==> src/rtl/morse_symbol_sequencer_pkg.sv <==
// morse_pkg: shared types and constants for the Morse key front-end.
//   state_e    - sequencer FSM states
//   LEN_W      - width of the symbol-count field in the packed letter
//   CODE_W     - width of the symbol field in the packed letter
//   pack_code  - builds the {length, code} byte the decoder consumes
package morse_pkg;

  typedef enum logic [1:0] {
    IDLE  = 2'd0,
    PRESS = 2'd1,
    GAP   = 2'd2,
    EMIT  = 2'd3
  } state_e;

  localparam int LEN_W       = 3;
  localparam int CODE_W      = 5;
  localparam int MAX_SYMBOLS = 5;

  localparam logic DOT  = 1'b0;
  localparam logic DASH = 1'b1;

  // Length goes in the top bits so the decoder can find where the
  // right-aligned symbol field starts.
  function automatic logic [LEN_W+CODE_W-1:0] pack_code(
    input logic [LEN_W-1:0]  len,
    input logic [CODE_W-1:0] code
  );
    return {len, code};
  endfunction

endpackage

==> src/rtl/morse_symbol_sequencer_timer.sv <==
// morse_timer: saturating up-counter used to time key presses and gaps.
//   clk, reset_n - clock, asynchronous active-low reset
//   clear_i      - force count to 0 (highest priority)
//   start_i      - load count with 1 (the current cycle is the first one)
//   inc_i        - increment, saturating at LIMIT
//   hit_o        - the count after this cycle is at (or held at) LIMIT
module morse_timer #(
  parameter int W     = 8,
  parameter int LIMIT = 4
) (
  input  logic clk,
  input  logic reset_n,
  input  logic clear_i,
  input  logic start_i,
  input  logic inc_i,
  output logic hit_o
);

  localparam logic [W-1:0] LIMIT_V = W'(LIMIT);

  logic [W-1:0] count_q;
  logic [W-1:0] count_d;

  // Next count: clear beats start beats increment; never counts past LIMIT.
  always_comb begin
    count_d = count_q;
    if (clear_i) begin
      count_d = '0;
    end else if (start_i) begin
      count_d = W'(1);
    end else if (inc_i && (count_q < LIMIT_V)) begin
      count_d = count_q + W'(1);
    end
  end

  always_ff @(posedge clk or negedge reset_n) begin
    if (!reset_n) begin
      count_q <= '0;
    end else begin
      count_q <= count_d;
    end
  end

  // Looking at the next value lets the gap timer flag expiry on the very
  // cycle of the last low sample, while a held press count still reads
  // correctly on the release cycle.
  assign hit_o = (count_d >= LIMIT_V);

endmodule

==> src/rtl/morse_symbol_sequencer.sv <==
// morse_symbol_sequencer: times a synchronised Morse key, classifies each
// press as dot/dash, and hands a packed {length, code} letter to the decoder.
//   clk, reset_n - clock, asynchronous active-low reset
//   key          - 1 = key pressed (already synchronised)
//   clear        - synchronous abort of the current letter, clears overflow
//   code_out     - {length[2:0], code[4:0]}, valid while code_valid
//   code_valid   - a completed letter is offered
//   code_ready   - consumer accepts the letter
//   dot_t        - one-cycle pulse when a press is classified as a dot
//   wait_t       - one-cycle pulse when the letter gap expires
//   overflow     - sticky: a letter had more than MAX_SYMBOLS symbols
//   busy         - sequencer is not idle
module morse_symbol_sequencer
  import morse_pkg::*;
#(
  parameter int DOT_TIME  = 25_000_000,
  parameter int WAIT_TIME = 50_000_000
) (
  input  logic       clk,
  input  logic       reset_n,
  input  logic       key,
  input  logic       clear,
  output logic [7:0] code_out,
  output logic       code_valid,
  input  logic       code_ready,
  output logic       dot_t,
  output logic       wait_t,
  output logic       overflow,
  output logic       busy
);

  localparam int MAX_TIME = (DOT_TIME > WAIT_TIME) ? DOT_TIME : WAIT_TIME;
  localparam int CNT_W    = $clog2(MAX_TIME) + 1;

  state_e              state_q, state_d;
  logic [LEN_W-1:0]    len_q, len_d;
  logic [CODE_W-1:0]   code_q, code_d;
  logic                ovf_q, ovf_d;
  logic                ovf_letter_q, ovf_letter_d;

  logic press_start, press_inc, press_hit;
  logic gap_start, gap_inc, gap_clr, gap_hit;
  logic sym;

  // Timer controls depend only on registered state and inputs, never on the
  // timer flags, so there is no combinational path back into the counters.
  assign press_start = !clear && key &&
                       ((state_q == IDLE) || (state_q == GAP) ||
                        ((state_q == EMIT) && code_ready));
  assign press_inc   = !clear && (state_q == PRESS) && key;
  assign gap_start   = !clear && (state_q == PRESS) && !key;
  assign gap_inc     = !clear && (state_q == GAP) && !key;
  assign gap_clr     = clear || ((state_q == GAP) && key);

  morse_timer #(.W(CNT_W), .LIMIT(DOT_TIME)) u_press_timer (
    .clk     (clk),
    .reset_n (reset_n),
    .clear_i (clear),
    .start_i (press_start),
    .inc_i   (press_inc),
    .hit_o   (press_hit)
  );

  morse_timer #(.W(CNT_W), .LIMIT(WAIT_TIME)) u_gap_timer (
    .clk     (clk),
    .reset_n (reset_n),
    .clear_i (gap_clr),
    .start_i (gap_start),
    .inc_i   (gap_inc),
    .hit_o   (gap_hit)
  );

  // On the release cycle the press counter is held, so its flag says
  // whether the press lasted at least DOT_TIME cycles.
  assign sym = press_hit ? DASH : DOT;

  // Next-state and symbol accumulation; clear overrides everything.
  always_comb begin
    state_d      = state_q;
    len_d        = len_q;
    code_d       = code_q;
    ovf_d        = ovf_q;
    ovf_letter_d = ovf_letter_q;
    dot_t        = 1'b0;
    wait_t       = 1'b0;
    if (clear) begin
      state_d      = IDLE;
      len_d        = '0;
      code_d       = '0;
      ovf_d        = 1'b0;
      ovf_letter_d = 1'b0;
    end else begin
      case (state_q)
        IDLE: begin
          if (key) state_d = PRESS;
        end
        PRESS: begin
          if (!key) begin
            if (len_q < LEN_W'(MAX_SYMBOLS)) begin
              code_d = {code_q[CODE_W-2:0], sym};
              len_d  = len_q + LEN_W'(1);
            end else begin
              ovf_d        = 1'b1;
              ovf_letter_d = 1'b1;
            end
            dot_t   = (sym == DOT);
            state_d = GAP;
          end
        end
        GAP: begin
          if (key) begin
            state_d = PRESS;
          end else if (gap_hit) begin
            wait_t = 1'b1;
            if (ovf_letter_q) begin
              len_d        = '0;
              code_d       = '0;
              ovf_letter_d = 1'b0;
              state_d      = IDLE;
            end else begin
              state_d = EMIT;
            end
          end
        end
        EMIT: begin
          if (code_ready) begin
            len_d   = '0;
            code_d  = '0;
            state_d = key ? PRESS : IDLE;
          end
        end
        default: state_d = IDLE;
      endcase
    end
  end

  // State and letter registers.
  always_ff @(posedge clk or negedge reset_n) begin
    if (!reset_n) begin
      state_q      <= IDLE;
      len_q        <= '0;
      code_q       <= '0;
      ovf_q        <= 1'b0;
      ovf_letter_q <= 1'b0;
    end else begin
      state_q      <= state_d;
      len_q        <= len_d;
      code_q       <= code_d;
      ovf_q        <= ovf_d;
      ovf_letter_q <= ovf_letter_d;
    end
  end

  // len/code only change on the handshake, so code_out is stable under
  // backpressure; it reads 0 whenever no letter is offered.
  assign code_valid = (state_q == EMIT);
  assign code_out   = code_valid ? pack_code(len_q, code_q) : 8'h00;
  assign overflow   = ovf_q;
  assign busy       = (state_q != IDLE);

endmodule

==> config.mk <==
export PLATFORM = sky130hd
export DESIGN_NAME = morse_symbol_sequencer
export DESIGN_NICKNAME = d
export VERILOG_FILES = /design/src/rtl/morse_symbol_sequencer_pkg.sv /design/src/rtl/morse_symbol_sequencer_timer.sv /design/src/rtl/morse_symbol_sequencer.sv
export SDC_FILE = /design/constraint.sdc
export NUM_CORES = 1
export LEC_CHECK = 0
export ABC_CLOCK_PERIOD_IN_PS = 4000
export CORE_MARGIN = 5
export CORE_UTILIZATION = 30
export CTS_CLUSTER_DIAMETER = 150
export CTS_CLUSTER_SIZE = 16
export DETAILED_ROUTE_END_ITERATION = 8
export GPL_ROUTABILITY_DRIVEN = 0
export HOLD_SLACK_MARGIN = 0.02
export PLACE_DENSITY_LB_ADDON = 0.15
export SYNTH_ARGS = -nofsm -noshare
export SYNTH_HDL_FRONTEND = slang
export SYNTH_SLANG_ARGS = --single-unit
==> constraint.sdc <==
create_clock -name clk -period 4 [get_ports clk]
set_input_delay 0.6 -clock clk [delete_from_list [all_inputs] [get_ports clk]]
set_output_delay 0.6 -clock clk [all_outputs]
set_load 0.01 [all_outputs]
=== Word-level counts from Yosys, hierarchy flattened ===
Cells that the tools add are included.

* Register bits: 66
* Input port bits: 5
* Output and inout bits: 13
* Logic and storage cells: 103

* $add $sub $neg: 3
* $lt $le $gt $ge: 5
* Equality and inequality tests: 14
* Multiplexer cells: 48
* Bitwise logic cells: 1
* Reduce and logical (&&, ||, !) cells: 25

{| class="wikitable"
|+ Operators with widths
! operator !! number
|-
| two-way mux 27 bit || 6
|-
| adder 27 x 1 -> 27 bit, second input constant || 2
|-
| two-way mux 5 bit || 7
|-
| >= comparator 27 x 25 -> 1 bit, second input constant || 1
|-
| >= comparator 27 x 26 -> 1 bit, second input constant || 1
|-
| less-than comparator 27 x 25 -> 1 bit, second input constant || 1
|-
| less-than comparator 27 x 26 -> 1 bit, second input constant || 1
|-
| two-way mux 3 bit || 7
|-
| inequality test 3 bit, second input constant || 6
|-
| two-way mux 1 bit || 16
|-
| case mux 5 bit (3 select lines) || 1
|-
| two-way mux 2 bit || 7
|-
| logical AND 1 bit || 11
|-
| case mux 3 bit (3 select lines) || 1
|-
| two-way mux 8 bit || 1
|-
| case mux 2 bit (4 select lines) || 1
|-
| AND reduction 7 bit || 1
|-
| inequality test 3 x 2 -> 1 bit, second input constant || 2
|-
| AND reduction 5 bit || 1
|-
| == test 2 bit, second input constant || 2
|-
| inequality test 4 bit, second input constant || 1
|-
| AND reduction 4 bit || 1
|-
| nonzero test 2 bit || 2
|-
| nonzero test 4 bit || 1
|-
| 12 further kinds || 15
|}

=== Longest topological paths before layout ===
* Depth after elaboration: 13
* Mapped depth: 12

=== Hierarchy ===
Synthesis repeated with hierarchy kept, for this count alone.

* Cells, all modules: 463
* Area, all modules: 4,216.5 µm²

{| class="wikitable"
|+ By module, submodules not included
! module !! instances !! cells an instance !! area each (µm²) !! sequential area each (µm²)
|-
| morse_timer (u_press_timer) || 1 || 187 || 1,669.1 || 675.6
|-
| morse_timer (u_gap_timer) || 1 || 180 || 1,667.8 || 675.6
|-
| morse_symbol_sequencer || 1 || 96 || 879.6 || 300.3
|}

=== Worst setup path before layout ===
OpenSTA, ideal clock, no wires.

* Path kind: input to output
* From: input key
* To: output dot_t
* Arrival time: 2.681 ns
* Required time: 3.400 ns
* Slack: 0.719 ns
* Stages: 10
* Buffers on the path: 2
* Cell sequence: buf_2 -> nand4b_1 -> a2111oi_0 -> buf_2 -> nand2_1 -> xor2_1 -> or2_0 -> o311ai_0 -> nand2_1 -> and3_1

* Cells in the longest elaborated chain, start to end: 11

{| class="wikitable"
|+ RTL lines
! item !! line !! text
|-
| start, declared || morse_symbol_sequencer.sv:21 || <nowiki>input logic key,</nowiki>
|-
| logical AND 1 bit || morse_symbol_sequencer.sv:50 || <nowiki>assign press_inc = !clear && (state_q == PRESS) && key;</nowiki>
|-
| logical AND 1 bit || morse_symbol_sequencer_timer.sv:31 || <nowiki>end else if (inc_i && (count_q < LIMIT_V)) begin</nowiki>
|-
| two-way mux 27 bit || morse_symbol_sequencer_timer.sv:31 ||
|-
| two-way mux 27 bit || morse_symbol_sequencer_timer.sv:29 || <nowiki>end else if (start_i) begin</nowiki>
|-
| two-way mux 27 bit || morse_symbol_sequencer_timer.sv:27 || <nowiki>if (clear_i) begin</nowiki>
|-
| >= comparator 27 x 25 -> 1 bit || morse_symbol_sequencer_timer.sv:47 || <nowiki>assign hit_o = (count_d >= LIMIT_V);</nowiki>
|-
| two-way mux 1 bit || morse_symbol_sequencer.sv:75 || <nowiki>assign sym = press_hit ? DASH : DOT;</nowiki>
|-
| inverter 1 bit || morse_symbol_sequencer.sv:106 || <nowiki>dot_t = (sym == DOT);</nowiki>
|-
| two-way mux 1 bit (*) || morse_symbol_sequencer.sv:98 || <nowiki>if (!key) begin</nowiki>
|-
| two-way mux 1 bit (*) || morse_symbol_sequencer.sv:93 || <nowiki>case (state_q)</nowiki>
|-
| two-way mux 1 bit (*) || morse_symbol_sequencer.sv:86 || <nowiki>if (clear) begin</nowiki>
|-
| end, declared || morse_symbol_sequencer.sv:26 || <nowiki>output logic dot_t,</nowiki>
|}

Mark *: on every way between the ends. The rest lies on a longest branch, timed or not.

=== Final worst setup path ===
* From: register u_gap_timer.count_q[24]
* To: output wait_t

* Cells in the longest elaborated chain, start to end: 10

{| class="wikitable"
|+ RTL lines
! item !! line !! text
|-
| start, declared || morse_symbol_sequencer_timer.sv:21 || <nowiki>logic [W-1:0] count_q;</nowiki>
|-
| start signal, assigned || morse_symbol_sequencer_timer.sv:40 || <nowiki>count_q <= count_d;</nowiki>
|-
| less-than comparator 27 x 26 -> 1 bit || morse_symbol_sequencer_timer.sv:31 ||
|-
| logical AND 1 bit || morse_symbol_sequencer_timer.sv:31 ||
|-
| two-way mux 27 bit (*) || morse_symbol_sequencer_timer.sv:31 ||
|-
| two-way mux 27 bit (*) || morse_symbol_sequencer_timer.sv:29 ||
|-
| two-way mux 27 bit (*) || morse_symbol_sequencer_timer.sv:27 ||
|-
| >= comparator 27 x 26 -> 1 bit (*) || morse_symbol_sequencer_timer.sv:47 ||
|-
| two-way mux 1 bit (*) || morse_symbol_sequencer.sv:113 || <nowiki>end else if (gap_hit) begin</nowiki>
|-
| two-way mux 1 bit (*) || morse_symbol_sequencer.sv:111 || <nowiki>if (key) begin</nowiki>
|-
| two-way mux 1 bit (*) || morse_symbol_sequencer.sv:93 ||
|-
| two-way mux 1 bit (*) || morse_symbol_sequencer.sv:86 ||
|-
| end, declared || morse_symbol_sequencer.sv:27 || <nowiki>output logic wait_t,</nowiki>
|}

Marks and branches as above.

==> impl_results.md <==
- Run status: complete, no violations
- Net count after synthesis: 497
- Maximum number of pins on one net before global-route repair: 37
- Total Routing Usage GR: 14.9%
- Basic-gate share of the synthesized area counting and, or, nand and nor cells: 29.2%
- Number of vias after detailed routing: 3842
- Xor and xnor area share after synthesis: 7.53%
- Filler cell count: 1434
- Final design area excluding fillers: 5540 sq um
- Number of nets still failing antenna checks after routing: 0
- Sort of element at the end of the critical path: primary output
- Placed cell count: 715
- Share of the clock period used by the worst path: 96.7%
- Port Buf Inserts: 17
- Initial Util: 30.8%
- Commonest cells after routing, fill and taps aside: sky130_fd_sc_hd__dfrtp_1, sky130_fd_sc_hd__buf_4, sky130_fd_sc_hd__nor2_1, sky130_fd_sc_hd__nand2_1, sky130_fd_sc_hd__xnor2_1
- Number of CTS-inserted buffers: 9
- Commonest register cell after synthesis: sky130_fd_sc_hd__dfrtp_1
- Final hold viol count: 0
- Residual DRC count: 0
- Internal power consumption: 1430 uW
- Post-cts hold buffer count: 0
- Global-route wire length before repair: 20000 um
- Max-cap check violation count: 0
- Total count of max-transition violations in the final report: 0
- Number of detailed-routing iterations run before antenna repair: 4
- Via count of the first global-routing pass: 4008
- Overall power consumption: 2000 uW
- Worst-skew pair later-pin latency: 340 ps
- Setup violation total in the final timing report: 0
- Critical setup path kind: flop to primary output
- Synth Area in Adders: 2.32%
- Maximum operating frequency: 0.258 GHz
- Number of enable-type register cells in the synthesized netlist: 0
- Number of clock sinks: 66
- Clock tree root driver cell: sky130_fd_sc_hd__clkbuf_16
- Distinct cells, synth: 72
- Combinational family with the most area after synthesis: simple AND/OR/NAND/NOR gates
- Part of the power in the clock network: 43.2%
- Final Skew: 8.83 ps
- Proportion of synthesized area in mux cells: 1.45%
- Data arrival time of the worst path: 3270 ps
- Area after DPL: 5020 sq um
- Deepest clock path buffer count: 2
- Core area: 14000 sq um
- RSZ-0062 raised after global routing: true
- Worst Path Required: 3400 ps
- Initial drt markers: 227
- Critical path launch point type: flop
- Area overhead of the layout relative to synthesis: 28.6%
- Measured slew at the worst slew-check pin: 828 ps
- FF+latch count, synth: 66
- Sequential cell area fraction in the yosys report: 38.4%
- Pre-CTS setup slack: -216 ps
- Leak: 0.00226 uW
- CTS tree: built
- Final Routed Wirelength: 11700 um
- Maximum fanout along the worst path: 12
- Cell types with the largest area share after synthesis: sky130_fd_sc_hd__dfrtp_1, sky130_fd_sc_hd__nor2_1, sky130_fd_sc_hd__xnor2_1, sky130_fd_sc_hd__xor2_1, sky130_fd_sc_hd__nand2_1
- Worst slew slack as a fraction of its limit: 44.8%
- Ports: 18
- Share of final-layout standard cells stronger than drive strength 1: 21.4%
- Row cnt: 43
- Vias per cell: 5.21
- Remaining Overflow, GRT: 0
- Gate Count Post-Synth: 484
- Mapped cell area: 4310 sq um
- Post-synth top area share: 38.4%
- Final worst slack: 130 ps
- Leading cell type in the layout, fill and taps excluded: sky130_fd_sc_hd__dfrtp_1
- Routed wire per std cell: 15.9 um
- Switching part of the total power: 28.4%
- Post-Layout Cell Count: 737
- Logic gate share of total power: 21.1%
- Final HPWL DP: 8490 um
- Number of antenna violations at the first check in global routing: 0
- Post-synthesis async set-or-reset flop share: 100%
- Vertical extent of the die: 130 um
- Hold crit path type: primary input to asynchronous set/reset pin
- Die span in x: 130 um
- Proportion of power drawn by flip-flops and latches: 35.7%
- Minimum clock period: 3870 ps
- Total net switching power: 568 uW
- Synthesized area per cell: 8.90 sq um
- Max VDD drop: 0.190 mV
- Depth of the CTS H-tree: 3
- Leading area contributor after synthesis: sky130_fd_sc_hd__dfrtp_1
- Overall die area: 16800 sq um
- Count of yosys warnings during synthesis: 0
- Nets: 565
- Total power density per cell area: 361 nW/um^2
- Clock-pin slew reported for the worst setup and hold paths after clock tree synthesis: 60 ps
- Compound-Gate Fraction of Synth Area: 16.5%
- Antenna diode count: 0
==> layout make-up <==
cell class	count	area (sq um)	share of cell area [%]
Clock inverter	5	77.6	1.40
Inverter	16	60.1	1.08
Sequential cell	66	1650	29.8
Timing Repair Buffer	84	678	12.2
Tap cell	180	225	4.07
Clock buffer	11	243	4.38
Multi-Input combinational cell	375	2600	47.0
==> metal layers <==
| layer | global-route usage (%) | share of wire, % |
|---|---|---|
| met1 | 19.8 | 49 |
| met2 | 24.4 | 47 |
| met3 | 2.58 | 2.6 |
| met4 | 5.62 | 1.7 |
| met5 | 0 | 0 |
==> synthesized netlist by cell type, types with 3 or more instances <==
library cell	instances
sky130_fd_sc_hd__and4_1	8
sky130_fd_sc_hd__nand3_1	20
sky130_fd_sc_hd__mux2i_1	4
sky130_fd_sc_hd__o21ai_0	11
sky130_fd_sc_hd__and3_1	10
sky130_fd_sc_hd__nor4_1	9
sky130_fd_sc_hd__ha_1	8
sky130_fd_sc_hd__a211oi_1	6
sky130_fd_sc_hd__xnor2_1	21
sky130_fd_sc_hd__a41o_1	3
sky130_fd_sc_hd__and2_1	15
sky130_fd_sc_hd__a211o_1	5
sky130_fd_sc_hd__nor2b_1	3
sky130_fd_sc_hd__a31oi_1	4
sky130_fd_sc_hd__clkbuf_1	16
sky130_fd_sc_hd__nand4_1	17
sky130_fd_sc_hd__or3_1	5
sky130_fd_sc_hd__nand2b_1	4
sky130_fd_sc_hd__xor2_1	16
sky130_fd_sc_hd__or2_2	3
sky130_fd_sc_hd__o211ai_1	6
sky130_fd_sc_hd__a21oi_1	20
sky130_fd_sc_hd__nor3_1	18
sky130_fd_sc_hd__nor2_1	59
sky130_fd_sc_hd__a2111oi_0	4
sky130_fd_sc_hd__or4_1	7
sky130_fd_sc_hd__buf_6	3
sky130_fd_sc_hd__buf_2	6
sky130_fd_sc_hd__dfrtp_1	66
sky130_fd_sc_hd__nand2_1	32
sky130_fd_sc_hd__o31ai_1	4
sky130_fd_sc_hd__inv_1	16
==> registers in the layout, indices dropped and copies added (netlist names) <==
name,flops
code_q,5
len_q,3
overflow,1
ovf_letter_q,1
state_q,2
u_gap_timer.count_q,27
u_press_timer.count_q,27
==> repair_timing <==
action                                  CTS  global route
endpoints found under the setup margin    2             2
pin swaps                                 6             2
gates resized for setup                  17            12
buffers inserted                          6             0
cloned                                    0             0
==> metrics by stage <==
step	hold slack [ps]	setup TNS (ps)	utilization [%]
after floorplan	304	0	-
after global routing	440	-31.8	39.6
after global placement	496	-338	35.9
final	366	0	39.6
after CTS	395	0	39.1
after detailed placement	500	-396	35.9
==> cells by family after synthesis <==
logic type | after synthesis
simple gates | 230
xor+xnor | 37
mux | 6
flops | 66
fa+ha+maj | 8
buf+inv | 43
compound gates | 94
==> critical path, stage by stage, from the launching register on <==
cell and delay, ps:
sky130_fd_sc_hd__dfrtp_1 450, sky130_fd_sc_hd__a21oi_1 330, sky130_fd_sc_hd__nand2_1 440, sky130_fd_sc_hd__a2111oi_0 490, sky130_fd_sc_hd__buf_4 180, sky130_fd_sc_hd__xnor2_1 70
sky130_fd_sc_hd__o211ai_1 250, sky130_fd_sc_hd__a31o_2 260, sky130_fd_sc_hd__nand2_4 50, sky130_fd_sc_hd__nor2_1 110, sky130_fd_sc_hd__dlygate4sd2_1 280
==> path summary, 6_finish.rpt <==
check                                   startpoint  depth (start not counted)  slack [ps]                   endpoint
max in group asynchronous                  reset_n                          2        2710    u_gap_timer.count_q[16]
min in group clk                          overflow                          2         510                   overflow
setup / recovery           u_gap_timer.count_q[24]                         10         130                     wait_t
setup reg to reg           u_gap_timer.count_q[24]                         11         630                   len_q[0]
hold reg to reg                           overflow                          2         510                   overflow
hold / removal                             reset_n                          1         370  u_press_timer.count_q[18]
==> power by group through the flow <==
stage          Clock [uW]  Sequential (uW)  Combinational, uW
6_report              862              714                421
5_1_grt               928              717                473
4_1_cts               894              714                428
3_5_place_dp            0              725                416
3_3_place_gp            0              726                418
2_1_floorplan           0              721                246
Power figures use the tool's default switching activity.
==> edit (config.mk and constraints unchanged) <==
Encoding of `state_e`: now one-hot (4 bits for 4 states).
--- a/src/rtl/morse_symbol_sequencer_pkg.sv
+++ b/src/rtl/morse_symbol_sequencer_pkg.sv
@@ -7,7 +7,7 @@
 
-  typedef enum logic [1:0] {
-    IDLE  = 2'd0,
-    PRESS = 2'd1,
-    GAP   = 2'd2,
-    EMIT  = 2'd3
+  typedef enum logic [3:0] {
+    IDLE  = 4'b0001,
+    PRESS = 4'b0010,
+    GAP   = 4'b0100,
+    EMIT  = 4'b1000
   } state_e;
Check against the original RTL: same outputs for any inputs over 10 cycles, from zero or initial values and one cycle with reset_n low; not proved beyond that.
==> edit against the unedited design <==
Setup slack gained 0.032 ns. Synthesized area rose by 1.7%. Highest routed layer unchanged. Critical endpoint is now dot_t. Global-route usage is 0.15 points higher. Critical path depth stayed put. Synthesized cell count rose by 4.5%. Utilization shrank 0.78 points. Non-clock buffer count up 8. Wire length up 3.8%. Design area increased by 1.1%. Sequential cell count is 2 higher. Largest cell class unchanged.
Power is not compared: it rests on default switching activity, and its combinational part moved more than twofold at a synthesized area within 25%.
==> edit: results (changes against the unedited design) <==
[synth]
area_share_of_fa_ha_maj_cells_after_synthesis_pct = 0.8576  ; -1.5 points
synth.mux.area_fraction_pct = 1.144  ; -0.31 points
synth.lib_cells_used.distinct = 66  ; -8.3%
xor_xnor_share_of_the_synthesized_area_pct = 6.604  ; -0.92 points
synth_top_cells_by_area = sky130_fd_sc_hd__dfrtp_1 38%, sky130_fd_sc_hd__nor2_1 5.7%, sky130_fd_sc_hd__nand2_1 4.0%, sky130_fd_sc_hd__xor2_1 3.6%, sky130_fd_sc_hd__nand3_1 3.2%
synth_sequential_area_ratio_pct = 38.91  ; +0.55 points

[setup_path]
crit_family = simple AND/OR/NAND/NOR gates
r2r-start = u_gap_timer.count_q[11]$_DFF_PN0_
timing.critical_path.slowest_cell_delay_ns = 0.51  ; +0.02 ns
cp.arrival_ns = 3.24  ; -0.03 ns
ff2ff_setup_slack_ns = 0.92  ; +0.29 ns

[grt]
grt_start_max_net_pins = 29  ; -22%
globalRouteMet2Util_pct = 23.60  ; -0.76 points
grt_first_pass_wirelength_um = 20440  ; +2.3%

[run_status]
status = complete, no violations

[die]
fp.coreArea_um2 = 14420  ; +3.1%

[route]
routedWlPerCell_um = 15.74  ; -1.1%

[sta]
finClkSkew_ns = 0.009609  ; +0.0007831 ns
final.hold.worst_slack_ns = 0.3088  ; -0.05711 ns

[layout]
number_of_inverters_outside_the_clock_class_in_the_layout = 14  ; -2
fraction_of_area_in_multi_input_gates_pct = 46.60  ; -0.39 points
buf_share_pct = 13.05  ; +0.81 points
multi_input_gates = 400  ; +6.7%
layout.filler_cells = 1498  ; +4.5%
num-clock-buffers = 12  ; +1
final.signal_buffer_count = 92  ; +9.5%

[placement]
numPlacedInstances = 755  ; +5.6%
place_hpwl_um = 8749  ; +3.1%
dp_worst_slack_ns = -0.2140  ; +0.002117 ns

[pwr]
design_power_total_mw = 1.575

## edit: cell types whose count changed after synthesis, moves of 5 or more
cell | unedited run | this run
sky130_fd_sc_hd__nand2_1 | 32 | 47
sky130_fd_sc_hd__nor3_1 | 18 | 9
sky130_fd_sc_hd__o2111ai_1 | 0 | 9
sky130_fd_sc_hd__nand3_1 | 20 | 28
sky130_fd_sc_hd__nor4_1 | 9 | 17
sky130_fd_sc_hd__nor2_1 | 59 | 66
sky130_fd_sc_hd__nor2b_1 | 3 | 10
sky130_fd_sc_hd__xnor2_1 | 21 | 15
sky130_fd_sc_hd__ha_1 | 8 | 3
sky130_fd_sc_hd__nor4b_1 | 1 | 6
## edit: what timing repair did
action	4_1_cts	5_1_grt
pin swaps	6	5
hold buffers	0	0
setup endpoints to repair	2	2
setup buffers	2	1
resized for setup	8	16
